==> src/rtl/vout_pkg.sv <==
// Shared types and helpers for the video output alignment stage.
// RGB565/RGB888 pixel layouts, FSM state enum, and the colour expander.
// VOUT_BIT_REPLICATE_EN selects MSB-replication expansion; otherwise zero-fill.
package vout_pkg;

  localparam int R5_W = 5;
  localparam int G6_W = 6;
  localparam int B5_W = 5;
  localparam int C8_W = 8;

  typedef enum logic {
    S_WAIT_VS = 1'b0,
    S_RUN     = 1'b1
  } vout_state_e;

  typedef struct packed {
    logic [R5_W-1:0] r;
    logic [G6_W-1:0] g;
    logic [B5_W-1:0] b;
  } rgb565_t;

  typedef struct packed {
    logic [C8_W-1:0] r;
    logic [C8_W-1:0] g;
    logic [C8_W-1:0] b;
  } rgb888_t;

  // Widen each colour channel to 8 bits.
  function automatic rgb888_t rgb565_to_888(input logic [15:0] px);
    rgb565_t p;
    rgb888_t o;
    p = rgb565_t'(px);
`ifdef VOUT_BIT_REPLICATE_EN
    // Replicating the MSBs makes full-scale inputs map to full-scale outputs.
    o.r = {p.r, p.r[4:2]};
    o.g = {p.g, p.g[5:4]};
    o.b = {p.b, p.b[4:2]};
`else
    o.r = {p.r, 3'b000};
    o.g = {p.g, 2'b00};
    o.b = {p.b, 3'b000};
`endif
    return o;
  endfunction

endpackage

==> src/rtl/vout_sync_dly.sv <==
// N-stage shift register for HS/VS/DE from the sync generator.
// Latency: N cycles (tap N). No backpressure; advances every pixel clock.
// Synchronous reset loads the inactive sync level so no false edge leaves the chain.
module vout_sync_dly #(
  parameter int N = 5
) (
  input  logic clk_i,
  input  logic rst_i,
  input  logic pol_i,
  input  logic vs_i,
  input  logic hs_i,
  input  logic de_i,
  output logic vs_o,
  output logic hs_o,
  output logic de_o
);

  logic [N-1:0] vs_q;
  logic [N-1:0] hs_q;
  logic [N-1:0] de_q;

  // Shift the three sync lines one stage per pixel clock.
  always_ff @(posedge clk_i) begin
    if (rst_i) begin
      vs_q <= {N{~pol_i}};
      hs_q <= {N{~pol_i}};
      de_q <= '0;
    end else begin
      vs_q <= {vs_q[N-2:0], vs_i};
      hs_q <= {hs_q[N-2:0], hs_i};
      de_q <= {de_q[N-2:0], de_i};
    end
  end

  assign vs_o = vs_q[N-1];
  assign hs_o = hs_q[N-1];
  assign de_o = de_q[N-1];

endmodule

==> src/rtl/vout_pixel_align.sv <==
// Aligns delayed HS/VS/DE with frame-buffer data, expands RGB565->RGB888, fills underflow.
// Latency: sync SYNC_DLY+1 cycles, data 1 cycle. No backpressure: one pixel per clock.
// Locks on a VS leading edge; stray data in blanking drops lock. VOUT_BIT_REPLICATE_EN picks expansion.
module vout_pixel_align
  import vout_pkg::*;
#(
  parameter int          SYNC_DLY = 5,
  parameter logic [23:0] BG_COLOR = 24'h0000FF,
  parameter int          CNT_W    = 16
) (
  input  logic             I_pxl_clk,
  input  logic             I_rst,
  input  logic             I_vs_pol,
  input  logic             I_vs,
  input  logic             I_hs,
  input  logic             I_de,
  input  logic             I_fb_den,
  input  logic [15:0]      I_fb_data,
  output logic             O_vs,
  output logic             O_hs,
  output logic             O_de,
  output logic [7:0]       O_rgb_r,
  output logic [7:0]       O_rgb_g,
  output logic [7:0]       O_rgb_b,
  output logic             O_locked,
  output logic             O_underflow,
  output logic [CNT_W-1:0] O_underflow_cnt,
  output logic [CNT_W-1:0] O_frame_cnt
);

  logic sd_vs, sd_hs, sd_de;

  vout_sync_dly #(.N(SYNC_DLY)) u_sync_dly (
    .clk_i (I_pxl_clk),
    .rst_i (I_rst),
    .pol_i (I_vs_pol),
    .vs_i  (I_vs),
    .hs_i  (I_hs),
    .de_i  (I_de),
    .vs_o  (sd_vs),
    .hs_o  (sd_hs),
    .de_o  (sd_de)
  );

  vout_state_e      state_q;
  logic             vs_act_q;
  logic             vs_q, hs_q, de_q;
  rgb888_t          rgb_q;
  logic             locked_q;
  logic             uf_q;
  logic [CNT_W-1:0] uf_cnt_q;
  logic [CNT_W-1:0] frame_cnt_q;

  logic             vs_act, vs_lead, stray;
  logic [CNT_W-1:0] uf_cnt_d;
  logic [CNT_W-1:0] frame_cnt_d;

  assign vs_act  = ~(sd_vs ^ I_vs_pol);
  assign vs_lead = vs_act & ~vs_act_q;
  // Data valid outside active video means the read side is out of step.
  assign stray   = ~sd_de & I_fb_den;

  // Saturating underflow count and wrapping frame count.
  always_comb begin
    uf_cnt_d    = (&uf_cnt_q) ? uf_cnt_q : uf_cnt_q + CNT_W'(1);
    frame_cnt_d = frame_cnt_q + CNT_W'(1);
  end

  // Lock FSM plus every registered output.
  always_ff @(posedge I_pxl_clk) begin
    if (I_rst) begin
      state_q     <= S_WAIT_VS;
      vs_act_q    <= 1'b0;
      vs_q        <= ~I_vs_pol;
      hs_q        <= ~I_vs_pol;
      de_q        <= 1'b0;
      rgb_q       <= '0;
      locked_q    <= 1'b0;
      uf_q        <= 1'b0;
      uf_cnt_q    <= '0;
      frame_cnt_q <= '0;
    end else begin
      vs_act_q <= vs_act;
      vs_q     <= sd_vs;
      hs_q     <= sd_hs;
      de_q     <= 1'b0;
      rgb_q    <= '0;
      case (state_q)
        S_WAIT_VS: begin
          if (vs_lead) begin
            state_q  <= S_RUN;
            locked_q <= 1'b1;
          end
        end
        S_RUN: begin
          if (stray) begin
            // Blank this cycle and wait for a fresh frame start.
            state_q  <= S_WAIT_VS;
            locked_q <= 1'b0;
          end else begin
            de_q <= sd_de;
            if (vs_lead) frame_cnt_q <= frame_cnt_d;
            if (sd_de) begin
              if (I_fb_den) begin
                rgb_q <= rgb565_to_888(I_fb_data);
              end else begin
                rgb_q    <= rgb888_t'(BG_COLOR);
                uf_q     <= 1'b1;
                uf_cnt_q <= uf_cnt_d;
              end
            end
          end
        end
        default: begin
          state_q  <= S_WAIT_VS;
          locked_q <= 1'b0;
        end
      endcase
    end
  end

  assign O_vs            = vs_q;
  assign O_hs            = hs_q;
  assign O_de            = de_q;
  assign O_rgb_r         = rgb_q.r;
  assign O_rgb_g         = rgb_q.g;
  assign O_rgb_b         = rgb_q.b;
  assign O_locked        = locked_q;
  assign O_underflow     = uf_q;
  assign O_underflow_cnt = uf_cnt_q;
  assign O_frame_cnt     = frame_cnt_q;

endmodule

==> config.mk <==
export PLATFORM = sky130hd
export DESIGN_NAME = vout_pixel_align
export DESIGN_NICKNAME = d
export VERILOG_FILES = /design/src/rtl/vout_pkg.sv /design/src/rtl/vout_sync_dly.sv /design/src/rtl/vout_pixel_align.sv
export SDC_FILE = /design/constraint.sdc
export NUM_CORES = 1
export LEC_CHECK = 0
export ABC_AREA = 1
export BUFFER_PORTS_ARGS = -buffer_cell sky130_fd_sc_hd__buf_2
export CORE_AREA = 10 10 92 94
export DETAILED_ROUTE_END_ITERATION = 8
export DIE_AREA = 0 0 102 104
export GPL_TIMING_DRIVEN = 0
export HOLD_SLACK_MARGIN = 0.08
export MAX_ROUTING_LAYER = met4
export PLACE_DENSITY = 0.73
export SKIP_LAST_GASP = 1
export SLEW_MARGIN = 5
export SYNTH_ARGS = -nofsm -noshare
export SYNTH_HDL_FRONTEND = slang
export SYNTH_SLANG_ARGS = --single-unit
==> constraint.sdc <==
create_clock -name I_pxl_clk -period 1.7 [get_ports I_pxl_clk]
set_clock_uncertainty 0.05 [all_clocks]
set_input_delay 0.34 -clock I_pxl_clk [delete_from_list [all_inputs] [get_ports I_pxl_clk]]
set_output_delay 0.34 -clock I_pxl_clk [all_outputs]
set_load 0.02 [all_outputs]
After elaboration in Yosys (flattened, before gate mapping)
Index checks and enable logic that the tools add are counted.
Widths: inputs -> output; s select.
Storage, ports and cells
  register bits after elaboration: 78
  logic and storage cells: 51
  input port bits: 23
  output and inout port bits: 61
Cells by class
  add/sub/neg operators: 2
  bitwise logic cells: 11
  equality and inequality tests: 2
  reductions and logical operators: 8
  mux-type cells: 11
Operators by type and width (number)
  $add 16x1->16 const B: 2
  $reduce_and 16->1: 1
  $mux 5: 2
  $mux 8: 1
  $not 1->1: 8
  $mux 1: 6
  $reduce_and 5->1: 1
  $reduce_or 5->1: 1
  $pmux 1 s2: 2
  $reduce_and 4->1: 1
  $reduce_or 4->1: 1
  $reduce_and 3->1: 1
  $reduce_or 3->1: 1
  $and 1x1->1: 2
  $ne 2x1->1 const B: 1
  $ne 2x2->1 const B: 1
  $reduce_and 2->1: 1
  $xor 1x1->1: 1

Logic depth before layout (Yosys ltp)
  word-level depth: 5
  mapped depth: 10
  mapped depth without buffers: 9

Hierarchy
A second synthesis with hierarchy kept.
Unflattened totals
  cells, all modules: 423
  area total of the unflattened synthesis: 3069.2 µm²
Modules (own cells, without submodules)
  vout_pixel_align: times used 1, area each 2623.8 µm², sequential area each 1121.1 µm², cells each 374
  vout_sync_dly: times used 1, area each 445.4 µm², sequential area each 300.3 µm², cells each 49

Worst setup path before layout
Ideal clock, no wire load.
  kind: flip-flop to flip-flop
  start: register uf_cnt_q[0], in the netlist O_underflow_cnt[0]
  end: register uf_cnt_q[13], in the netlist O_underflow_cnt[13]
  arrival time: 1596 ps
  slack: -61 ps
  stages on the path, launching flop included: 10
  cells stage by stage: dfxtp_1 -> ha_1 -> inv_2 -> nor2_4 -> nand2_4 -> nor2_4 -> nor2_4 -> buf_4 -> a21oi_1 -> nor2_1
On the way
  longest elaborated chain between the ends: 3
  elaborated cells between the ends (all ways): 4
RTL lines
  start: declaration: line vout_pixel_align.sv:51  | logic [CNT_W-1:0] uf_cnt_q;
  start signal: assignment: line vout_pixel_align.sv:109  | uf_cnt_q <= uf_cnt_d;
  parallel branches: the longest is 3 deep, another holds $add 16x1->16
Parallel ways; which one is timed is not known.
A chain may end at the register's enable or synchronous reset.

Final worst setup path
  start: register uf_cnt_q[0], in the netlist O_underflow_cnt[0]
  end: register uf_cnt_q[1], in the netlist O_underflow_cnt[1]
Same word-level chain as after synthesis.

==> flow_metrics.py <==
metrics = {
    "finish": {
        "final_util": 0.569,
        "fin_cells": 598,
        "drive_gt1_frac": 0.270,
        "area_delta_synth_final_pct": 24.9,
        "fillers": 637,
        "final_cell_mix": "nand2_1, buf_2, nor2_1",
        "finish.net_count": 538,
        "num_antenna_cells": 0,
        "final_common_cell": "nand2_1",
    },
    "setup_path": {
        "cp.required_ps": 1880,
        "crit_chain": "ha_4 -> inv_2 -> nor2_4 -> nand2_4 -> nor2_4 -> nor2_4 -> clkbuf_2 -> o21ai_0 -> nor2_1",
        "critical_path.slowest_cell": "dfxtp_4",
        "cp.arrival_ps": 1760,
        "start_kind": "flip-flop",
        "max_stage_delay_ps": 390,
        "critPathKind": "flip-flop to flip-flop",
        "worst_setup_path_end_kind": "flip-flop",
        "critPathMostFrequentCell": "nor2_4",
        "cp_max_fo": 7,
    },
    "yosys": {
        "syn_area_sq_um": 3050,
        "async_flop_share": 0,
        "synth_fa_ha_area_frac": 0.00822,
        "synth_seq_cells": 71,
        "synthMuxAreaShare": 0,
        "synth-edff-count": 0,
        "yosysWarnings": 0,
        "synth_compound_area_frac": 0.0723,
        "ys_seq_area_frac": 0.467,
        "syn-instance-count": 418,
        "synth-xor-area-share": 0.0288,
        "synth_top_family_by_area": "simple AND/OR/NAND/NOR gates",
        "ys.flop_type": "dfxtp_1",
        "yosysUniqueCellTypes": 26,
        "avgSynthCellArea_sq_um": 7.29,
        "yosys.area_share.simple": 0.320,
    },
    "floorplanning": {
        "rows": 30,
        "io_pins": 84,
        "dieArea_sq_um": 10600,
        "die_h_um": 104,
        "initial_core_util": 0.456,
        "die_w_um": 102,
        "core_sq_um": 6680,
    },
    "placement": {
        "portBuffers": 77,
        "hpwl_mm": 5.49,
        "dp_cells": 579,
        "gp_congestion": 0.895,
    },
    "clocking": {
        "htree_levels": 3,
        "numCtsBuffers": 9,
        "cts.sinks": 71,
        "clk_pin_slew_ps": 80,
        "clockBufferDepth": 2,
        "cts_tree": "built",
        "root_buffer": "clkbuf_8",
        "clock_latency_ps": 340,
    },
    "timing": {
        "rsz0062_at_grt": "yes",
        "slew_headroom": 0.570,
        "fin_crit_sh": 0.928,
        "finalHoldViolCount": 0,
        "slew_viol_final": 0,
        "worst-slew-pin-transition_ps": 645,
        "post-route-min-period_ps": 1580,
        "setup_violations": 0,
        "fmax_ghz": 0.634,
    },
    "drt": {
        "totalWireLength_mm": 7.26,
        "vias_per_cell": 4.67,
        "drt_iter0_drc": 101,
        "route.detailed.drc": 0,
        "ant_nets": 0,
        "wl_per_cell_um": 12.1,
        "firstDrtPassIters": 4,
        "routed-via-count": 2791,
    },
    "grt": {
        "overflow": 0,
        "grt_pass1_wl_mm": 12.0,
        "grt_max_degree": 14,
        "antenna_found_initial": 0,
        "grt_usage": 0.143,
        "grt_pass1_vias": 2525,
    },
    "power_and_ir_drop": {
        "ir_drop_mv": 0.742,
        "p_leak_uw": 0.00182,
        "power_density_nw_per_um2": 858,
        "power.total_uw": 3260,
    },
    "worst_hold_path": {
        "hold_class": "input port to flip-flop",
    },
    "outcome": {
        "status": "finished clean",
    },
    "flow_run": {
        "maxCapViolations": 0,
    },
}
==> final cells by class <==
cell class / instances / area (sq um) / area share
buffer: 18 / 118 / 0.0309
clock buffer: 10 / 138 / 0.0362
clock inverter: 6 / 68.8 / 0.0181
inverter: 51 / 196 / 0.0517
multi-input combinational: 282 / 1340 / 0.353
sequential: 71 / 1430 / 0.377
tap: 80 / 100 / 0.0263
timing repair buffer: 80 / 405 / 0.107
==> final timing paths <==
check                     start                  to  slack, ps  cells past startpoint
max reg2reg  O_underflow_cnt[0]  O_underflow_cnt[1]        120                      9
min                        I_vs  u_sync_dly.vs_q[0]        140                      3
min reg2reg  u_sync_dly.de_q[2]  u_sync_dly.de_q[3]        350                      2
max          O_underflow_cnt[0]  O_underflow_cnt[1]        120                      9
==> report_power, final <==
part	switching [uW]	leakage, uW	internal (uW)
sequential	14.7	0.000582	1700
combinational	108	0.00114	62.1
clock	653	0.000103	725
total	776	0.00182	2490
==> per-stage QoR <==
stage / TNS (ps) / setup slack, ps / hold slack, ps / cell area (sq um)
2_1_floorplan: 0 / 87.9 / 338 / 3070
3_3_place_gp: -0.964 / -0.964 / 339 / 3550
3_5_place_dp: 0 / 3.88 / 344 / 3550
4_1_cts: 0 / 2.52 / 135 / 3760
5_1_grt: -18.9 / -15.2 / 142 / 3800
6_report: 0 / 122 / 142 / 3800
==> cell usage after synthesis, types with 2 or more instances <==
master    instances  share of area
nand2_1         113           0.14
dfxtp_1          71           0.47
nor2_1           67          0.083
inv_1            49          0.060
a21oi_1          17          0.028
nand3_1          16          0.026
o21ai_0          10          0.016
buf_4             9          0.022
nand4_1           9          0.018
a21oi_2           8          0.023
clkbuf_1          8         0.0099
nand2_2           8          0.016
nor3_1            6         0.0099
xnor2_1           6          0.017
nor2_4            4          0.015
xor2_1            4          0.012
and3_1            2         0.0041
ha_1              2         0.0082
nor2_2            2         0.0041
==> logic make-up (layout without fill, tap and decap cells) <==
kind of cell / after synthesis / count (layout)
other cells: 1 / 5
buf+inv: 69 / 165
simple gates: 228 / 228
compound gates: 37 / 37
fa+ha+maj: 2 / 2
flops: 71 / 71
xor+xnor: 10 / 10
==> critical path, delay by kind of cell, from the launching register on <==
kind	cells	cell delay (ps)
compound gates	1	160
fa+ha+maj	1	170
flops	1	390
simple gates	5	500
buf+inv	2	210
==> metal layers <==
metal  up-vias  share of wire  track usage
li1       1466              -            -
met1      1261           0.43        0.169
met2        56           0.50        0.229
met3         8          0.055       0.0359
met4         0          0.012       0.0494
met5         -              0            -
==> repair_timing <==
| item | CTS | global route |
|---|---|---|
| hold buffers | 0 | 0 |
| resized for setup | 0 | 9 |
| setup endpoints to repair | 0 | 17 |
| buffers inserted | 0 | 3 |
==> flip-flops by register name, summed over array words and instances, names as in the netlist <==
name	count
O_de	1
O_frame_cnt	16
O_hs	1
O_locked	1
O_rgb_b	6
O_rgb_g	6
O_rgb_r	5
O_underflow	1
O_underflow_cnt	16
O_vs	1
state_q	1
u_sync_dly.de_q	5
u_sync_dly.hs_q	5
u_sync_dly.vs_q	5
vs_act_q	1
No activity file was read; power rests on OpenSTA's default activity.
